### src/rtl/vec_seq_pkg.sv
// Shared types and op encodings for the interrupt/reset vector sequencer.
// The ABH/ABL units decode the same op constants.
`timescale 1ns/1ps
package vec_seq_pkg;

   typedef enum logic [2:0] {
      ST_RH   = 3'd0,
      ST_IDLE = 3'd1,
      ST_PH   = 3'd2,
      ST_PL   = 3'd3,
      ST_PP   = 3'd4,
      ST_VL   = 3'd5,
      ST_VH   = 3'd6,
      ST_LD   = 3'd7
   } state_e;

   typedef enum logic [2:0] {
      SRC_NONE = 3'd0,
      SRC_NMI  = 3'd1,
      SRC_RST  = 3'd2,
      SRC_IRQ  = 3'd3,
      SRC_BRK  = 3'd4
   } src_e;

   // abh_op[3:2] selects the page source, abh_op[1:0] the byte source
   localparam logic [1:0] ABH_OP_PAGE0  = 2'b00;
   localparam logic [1:0] ABH_OP_PAGE1  = 2'b01;
   localparam logic [1:0] ABH_OP_ARITH  = 2'b10;
   localparam logic [1:0] ABH_OP_PAGEFF = 2'b11;
   localparam logic [1:0] ABH_OP_ABH    = 2'b00;
   localparam logic [1:0] ABH_OP_DEC    = 2'b01;
   localparam logic [1:0] ABH_OP_PCH    = 2'b10;
   localparam logic [1:0] ABH_OP_DB     = 2'b11;

   localparam logic [2:0] ABL_OP_PC     = 3'd0;
   localparam logic [2:0] ABL_OP_SP     = 3'd1;
   localparam logic [2:0] ABL_OP_VEC_LO = 3'd2;
   localparam logic [2:0] ABL_OP_VEC_HI = 3'd3;
   localparam logic [2:0] ABL_OP_DB     = 3'd4;

   localparam logic [1:0] VEC_NONE = 2'd0;
   localparam logic [1:0] VEC_NMI  = 2'd1;
   localparam logic [1:0] VEC_RST  = 2'd2;
   localparam logic [1:0] VEC_IRQ  = 2'd3;

   localparam logic [1:0] DO_PCH = 2'd0;
   localparam logic [1:0] DO_PCL = 2'd1;
   localparam logic [1:0] DO_P   = 2'd2;

   typedef struct packed {
      logic       busy;
      logic       done;
      logic [3:0] abh_op;
      logic [2:0] abl_op;
      logic [1:0] vec_sel;
      logic       we;
      logic [1:0] do_sel;
      logic       b_bit;
      logic       sp_dec;
      logic       lat_lo;
      logic       ld_pc;
      logic       inc_pc;
      logic       set_i;
      logic       clr_d;
      logic       nmi_ack;
   } ctl_t;

   localparam ctl_t CTL_RESET = '{busy: 1'b1, done: 1'b0, abh_op: {ABH_OP_PAGE1, ABH_OP_ABH},
                                  abl_op: ABL_OP_SP, vec_sel: VEC_RST, we: 1'b0, do_sel: DO_PCH,
                                  b_bit: 1'b0, sp_dec: 1'b0, lat_lo: 1'b0, ld_pc: 1'b0,
                                  inc_pc: 1'b0, set_i: 1'b0, clr_d: 1'b0, nmi_ack: 1'b0};

   function automatic src_e src_select(input logic nmi, input logic irq,
                                       input logic i_flag, input logic brk);
      src_e s;
      if (nmi) begin
         s = SRC_NMI;
      end else if (irq && !i_flag) begin
         s = SRC_IRQ;
      end else if (brk) begin
         s = SRC_BRK;
      end else begin
         s = SRC_NONE;
      end
      return s;
   endfunction

   function automatic logic [1:0] vec_of(input src_e src);
      logic [1:0] v;
      case (src)
         SRC_NMI:          v = VEC_NMI;
         SRC_RST:          v = VEC_RST;
         SRC_IRQ, SRC_BRK: v = VEC_IRQ;
         default:          v = VEC_NONE;
      endcase
      return v;
   endfunction

   // Moore output decode; brk_seq remembers a BRK entry even after an NMI hijack
   function automatic ctl_t ctl_decode(input state_e st, input src_e src, input logic brk_seq);
      ctl_t c;
      c         = '0;
      c.busy    = 1'b1;
      c.abh_op  = {ABH_OP_PAGE1, ABH_OP_ABH};
      c.abl_op  = ABL_OP_SP;
      c.vec_sel = vec_of(src);
      case (st)
         ST_RH: begin
            c.vec_sel = VEC_RST;
         end
         ST_IDLE: begin
            c.busy    = 1'b0;
            c.abh_op  = {ABH_OP_ARITH, ABH_OP_PCH};
            c.abl_op  = ABL_OP_PC;
            c.vec_sel = VEC_NONE;
         end
         ST_PH, ST_PL, ST_PP: begin
            // reset entry performs the three pushes as dummy reads
            c.we     = (src != SRC_RST);
            c.sp_dec = 1'b1;
            c.do_sel = (st == ST_PH) ? DO_PCH : ((st == ST_PL) ? DO_PCL : DO_P);
            c.b_bit  = (st == ST_PP) && brk_seq;
         end
         ST_VL: begin
            c.abh_op  = {ABH_OP_PAGEFF, ABH_OP_ABH};
            c.abl_op  = ABL_OP_VEC_LO;
            c.set_i   = 1'b1;
            c.clr_d   = 1'b1;
            c.nmi_ack = (src == SRC_NMI);
         end
         ST_VH: begin
            c.abh_op = {ABH_OP_PAGEFF, ABH_OP_ABH};
            c.abl_op = ABL_OP_VEC_HI;
            c.lat_lo = 1'b1;
         end
         ST_LD: begin
            c.abh_op = {ABH_OP_ARITH, ABH_OP_DB};
            c.abl_op = ABL_OP_DB;
            c.ld_pc  = 1'b1;
            c.done   = 1'b1;
         end
         default: begin
            c = CTL_RESET;
         end
      endcase
      return c;
   endfunction

endpackage

### src/rtl/vec_seq.sv
// Reset/NMI/IRQ/BRK entry sequencer: pushes PC and P, fetches the vector, loads PC.
// Outputs are registered from the next-state decode so they change only on rdy edges.
`timescale 1ns/1ps
module vec_seq
   import vec_seq_pkg::*;
#(
   parameter logic [7:0] VEC_PAGE   = 8'hFF,
   parameter int         NMI_HIJACK = 1
) (
   input  logic       clk,
   input  logic       rst_n,
   input  logic       rdy,
   input  logic       start,
   input  logic       brk,
   input  logic       nmi_pend,
   input  logic       irq_pend,
   input  logic       i_flag,
   output logic       busy,
   output logic       done,
   output logic [3:0] abh_op,
   output logic [2:0] abl_op,
   output logic [1:0] vec_sel,
   output logic       we,
   output logic [1:0] do_sel,
   output logic       b_bit,
   output logic       sp_dec,
   output logic       lat_lo,
   output logic       ld_pc,
   output logic       inc_pc,
   output logic       set_i,
   output logic       clr_d,
   output logic       nmi_ack
);

   if (VEC_PAGE != 8'hFF) begin : g_vec_page_check
      $error("vec_seq: the vector page is hardwired to FF in the ABH unit");
   end

   state_e state_q, state_d;
   src_e   src_q, src_d;
   logic   brk_q, brk_d;
   ctl_t   ctl_q, ctl_d;
   src_e   entry_src;
   logic   take_nmi;

   // next-state logic; everything holds while rdy is low
   always_comb begin
      entry_src = src_select(nmi_pend, irq_pend, i_flag, brk);
      take_nmi  = (NMI_HIJACK != 32'sd0) && nmi_pend &&
                  ((src_q == SRC_IRQ) || (src_q == SRC_BRK));
      state_d   = state_q;
      src_d     = src_q;
      brk_d     = brk_q;
      if (rdy) begin
         case (state_q)
            ST_RH: begin
               state_d = ST_PH;
            end
            ST_IDLE: begin
               if (start && (entry_src != SRC_NONE)) begin
                  state_d = ST_PH;
                  src_d   = entry_src;
                  brk_d   = (entry_src == SRC_BRK);
               end else begin
                  state_d = ST_IDLE;
               end
            end
            ST_PH, ST_PL, ST_PP: begin
               state_d = (state_q == ST_PH) ? ST_PL : ((state_q == ST_PL) ? ST_PP : ST_VL);
               if (take_nmi) begin
                  src_d = SRC_NMI;
               end else begin
                  src_d = src_q;
               end
            end
            ST_VL: begin
               state_d = ST_VH;
            end
            ST_VH: begin
               state_d = ST_LD;
            end
            ST_LD: begin
               state_d = ST_IDLE;
               src_d   = SRC_NONE;
               brk_d   = 1'b0;
            end
            default: begin
               state_d = ST_RH;
               src_d   = SRC_RST;
               brk_d   = 1'b0;
            end
         endcase
      end else begin
         state_d = state_q;
      end
      ctl_d = ctl_decode(state_d, src_d, brk_d);
   end

   // state, source and output registers
   always_ff @(posedge clk or negedge rst_n) begin
      if (!rst_n) begin
         state_q <= ST_RH;
         src_q   <= SRC_RST;
         brk_q   <= 1'b0;
         ctl_q   <= CTL_RESET;
      end else begin
         state_q <= state_d;
         src_q   <= src_d;
         brk_q   <= brk_d;
         ctl_q   <= ctl_d;
      end
   end

   assign busy    = ctl_q.busy;
   assign done    = ctl_q.done;
   assign abh_op  = ctl_q.abh_op;
   assign abl_op  = ctl_q.abl_op;
   assign vec_sel = ctl_q.vec_sel;
   assign we      = ctl_q.we;
   assign do_sel  = ctl_q.do_sel;
   assign b_bit   = ctl_q.b_bit;
   assign sp_dec  = ctl_q.sp_dec;
   assign lat_lo  = ctl_q.lat_lo;
   assign ld_pc   = ctl_q.ld_pc;
   assign inc_pc  = ctl_q.inc_pc;
   assign set_i   = ctl_q.set_i;
   assign clr_d   = ctl_q.clr_d;
   assign nmi_ack = ctl_q.nmi_ack;

endmodule
### config.mk
export PLATFORM = sky130hd
export DESIGN_NAME = vec_seq
export DESIGN_NICKNAME = d
export VERILOG_FILES = /design/src/rtl/vec_seq_pkg.sv /design/src/rtl/vec_seq.sv
export SDC_FILE = /design/constraint.sdc
export NUM_CORES = 1
export LEC_CHECK = 0
export BUFFER_PORTS_ARGS = -buffer_cell sky130_fd_sc_hd__buf_2
export CAP_MARGIN = 20
export CORE_ASPECT_RATIO = 0.5
export CORE_UTILIZATION = 40
export DETAILED_ROUTE_END_ITERATION = 10
export GPL_ROUTABILITY_DRIVEN = 0
export PLACE_DENSITY = 0.68
export RECOVER_POWER = 25
export SYNTH_ARGS = -nofsm -noshare
export SYNTH_HDL_FRONTEND = slang
export SYNTH_SLANG_ARGS = --single-unit
### constraint.sdc
create_clock -name clk -period 4.6 [get_ports clk]
set_input_delay 0.23 -clock clk [delete_from_list [all_inputs] [get_ports clk]]
set_output_delay 0.23 -clock clk [all_outputs]
set_load 0.01 [all_outputs]
==> results.txt <==
The final setup violation count is 0. The library cells used most frequently in the layout, excluding fill and tap cells, are buf_2 (27), dfrtp_1 (20), nand2_1 (15). In the final routed layout, each cell accounts on average for between 10 and 15 um. The full die area is 0.003392 mm2.

The via count of the first global-routing pass came out at 929. The number of top-level pins is 30. The area of the placeable core is around 0.0028 mm2. Counting the fill cells in the layout gives 260.

The remaining global-route overflow is 0. The kind of cell with the highest combined delay along the critical path is simple AND/OR/NAND/NOR gates. The number of buffer and inverter stages on the critical path is 0.

The max-slew violation total from the final report is 0. The number of clock sinks seen by CTS came out at 25. The worst IR drop on VDD came out at roughly 0.40 mV. The standard cell area after detailed placement came out at 0.001388 mm2.

TritonCTS built the clock tree. Leaving out fill and tap cells, the most frequent cell in the layout is buf_2. The most frequently used flop master after synthesis is dfrtp_1. After legalization and detailed placement, the total HPWL measured 1.711 mm. The critical path data arrival time is 2.67 ns.

The number of antenna repair diodes is 0. The final-layout setup total negative slack came out at 0 ns. The area used by multi-input combinational logic came out at between 500 and 600 um2. After layout, the worst setup slack is 2.125 ns. The proportion of synthesized chip area in sequential cells came out at 50.15%. The sequential standard cell area is 631.9 um2. The H-tree level count came out at 1. The initial antenna violation count is 0. The run finished with clean final reports. The worst hold path class is in2reg. The initial core utilization came out at 45.30%.

STA classifies the critical path startpoint as a flip-flop. The buffer levels on the longest clock path is 2. The total CTS buffers came out at 3. The signal on the critical path passes through or2_1 -> nor3_1 -> o22ai_1 -> or3b_2 -> or3_1 -> a31oi_1.

The tightest slew margin relative to the limit is 16.99%. The worst-margin pin slew came out at 1.245 ns. Summed over all cells, the static leakage comes to between 0.6 and 0.7 nW. The clock skew came out at roughly 0.0017 ns. Subtracting the final worst setup slack from the clock period gives around 2.5 ns. The number of distinct library cell variants in the gate-level netlist after synthesis is 48.

The count of nets left with antenna violations once routing finished came out at 0. The share of synthesized flip-flops with an asynchronous set or reset is 100.0%. The maximum fanout along the worst path is 17. The number of DRC violations after detailed-routing iteration 0 came out at 64. The total via count after detailed routing is between 900 and 1000. The number of remaining DRC errors is 0. The number of input and output port buffers inserted came out at 28.

The clock-pin slew reported for the worst setup and hold paths after clock tree synthesis is approximately 0.090 ns. The die height is about 42 um. Max-cap violations in this run came to 0. The number of hold violations in the final report is 0. The netlist area before placement is around 0.0013 mm2. Sorting the synthesized cells by area gives the leading types as dfrtp_1 (40%), dfstp_2 (10%), nand2_1 (4.5%). The number of nets in the layout came out at 160. The data required time of the critical path came out at approximately 4.8 ns. The pin count of the biggest net entering global routing is 26. The count of flip-flops with a built-in enable after synthesis came out at 0.

The floorplan has 13 rows. Based on the critical path, the design can be clocked at up to just over 400 MHz. Of the post-synthesis cell area, the dominant cell type holds just under 40%. The worst stage delay on the critical path came out at 0.58 ns. Setup repair after global routing left no endpoint under its margin. The growth of design area from synthesis to finish came out at 14.70%. The post-CTS setup-driven buffer insertion count is 0. The global router's overall resource usage is between 10% and 20%. The number of detailed-routing iterations run before antenna repair is 4. The die outline width is 81.37 um.

The final cycle utilization of the critical path came out at around 54%. On the critical path, the stage with the largest delay is an instance of dfrtp_1. Synthesis produced approximately 130 cells.

The net count after synthesis is 137. The worst setup slack before clock tree synthesis is around 2.2 ns. Averaged over all synthesized cells, the footprint is around 9.8 um2. The post-detailed-routing wire length is between 2 and 2.5 mm. For this design the ratio of total power to cell area is 663.3 mW/mm2.

For the worst-skew pair, the clock arrives at the later sink with an insertion delay of approximately 0.26 ns. The category of the critical setup timing path is reg2reg. The fraction of layout cells with a size suffix above 1 is between 20% and 30%. The number of warnings issued by yosys is 0. The kind of end point of the critical path is a flip-flop. The number of flip-flops and latches in the synthesized netlist is 25. CTS placed an instance of clkbuf_8 at the clock tree root. The biggest area contributor in the post-synthesis netlist is dfrtp_1. The global-route wire length before repair is between 4 and 5 mm. With fillers left out, the area of the finished cells amounts to 0.001445 mm2. The routed via count divided by cell count came out at a little over 5.
per-stage QoR:
stage	hold WS (ns)	power, W	instances	utilization, %
floorplan	-0.06559	0.0007235	129	-
global placement	0.2371	0.0008260	183	49.89
detailed placement	0.2440	0.0008320	183	49.89
CTS	0.4234	0.0009647	188	52.00
global route	0.4727	0.001051	188	51.96
finish	0.4241	0.0009585	188	51.96
area by class of cell:
class                           count  share of cell area [%]
Clock buffer                        3                   2.857
Clock inverter                      1                  0.5195
Inverter                            7                   1.818
Multi-Input combinational cell     86                   37.58
Sequential cell                    25                   43.72
Tap cell                           37                   3.203
Timing Repair Buffer               29                   10.30
registers in the layout, summed over array words and instances, names as in the netlist:
register	count
clr_d	1
sp_dec	1
brk_q	1
ld_pc	1
abl_op	2
busy	1
lat_lo	1
we	1
abh_op	4
nmi_ack	1
vec_sel	2
state_q	3
b_bit	1
do_sel	2
src_q	3
synth_stat cells (all sizes together) (2+ instances only):
master / count
a21oi: 8
and2: 4
and3: 4
buf: 7
clkbuf: 4
dfrtp: 20
dfstp: 5
inv: 7
nand2: 15
nand2b: 2
nand3: 2
nand3b: 2
nand4: 2
nor2: 7
nor2b: 3
nor3: 2
o211ai: 2
o21ai: 3
o22ai: 2
or2: 2
or3: 2
or3b: 2
xor2: 2
routing by layer:
layer / vias up / wire [um] / track usage, %
li1: 490 / - / -
met1: 459 / 1237 / 25.39
met2: 21 / 1054 / 24.17
met3: 2 / 81 / 3.956
met4: 0 / 12 / 3.214
met5: - / 0 / 0
logic make-up (layout without fill, tap and decap cells):
group                  Yosys count  count (layout)  share of synthesized area [%]
AND/OR/NAND/NOR                 51              51                          21.45
AO/OA/AOI/OAI                   30              30                          18.37
flip-flops                      25              25                          50.15
buffers and inverters           18              40                          6.753
XOR/XNOR                         3               3                          2.086
other                            1               1                         0.2976
multiplexers                     1               1                         0.8937
where the power goes:
group	internal (W)	leakage [nW]	total (W)	switching, W
clock network	0.0000612	0.0217	0.000129	0.0000678
logic	0.000188	0.351	0.000423	0.000235
registers	0.000319	0.311	0.000407	0.0000881
final timing paths:
kind / startpoint / end / slack [ns] / cells past startpoint
max reg2reg: state_q[2]$_DFF_PN0_ / vec_sel[1]$_DFF_PN1_ / 2.12 / 6
min: rdy / clr_d$_DFF_PN0_ / 0.42 / 3
max: state_q[2]$_DFF_PN0_ / vec_sel[1]$_DFF_PN1_ / 2.12 / 6
min in group asynchronous: rst_n / abh_op[3]$_DFF_PN0_ / 0.75 / 2
max in group asynchronous: rst_n / we$_DFF_PN0_ / 3.12 / 2
min reg2reg: brk_q$_DFF_PN0_ / brk_q$_DFF_PN0_ / 0.61 / 2
timing repair:
| action | 4_1_cts | 5_1_grt |
|---|---|---|
| hold endpoints to repair | 20 | 0 |
| hold buffers | 1 | 0 |
| resized for setup | 0 | 0 |
worst register-to-register path, stage by stage (launching register included):
cell     delay, ns
dfrtp_1       0.58
or2_1         0.36
nor3_1        0.25
o22ai_1       0.12
or3b_2        0.53
or3_1         0.40
a31oi_1       0.18
(Power assumes the default switching activity.)
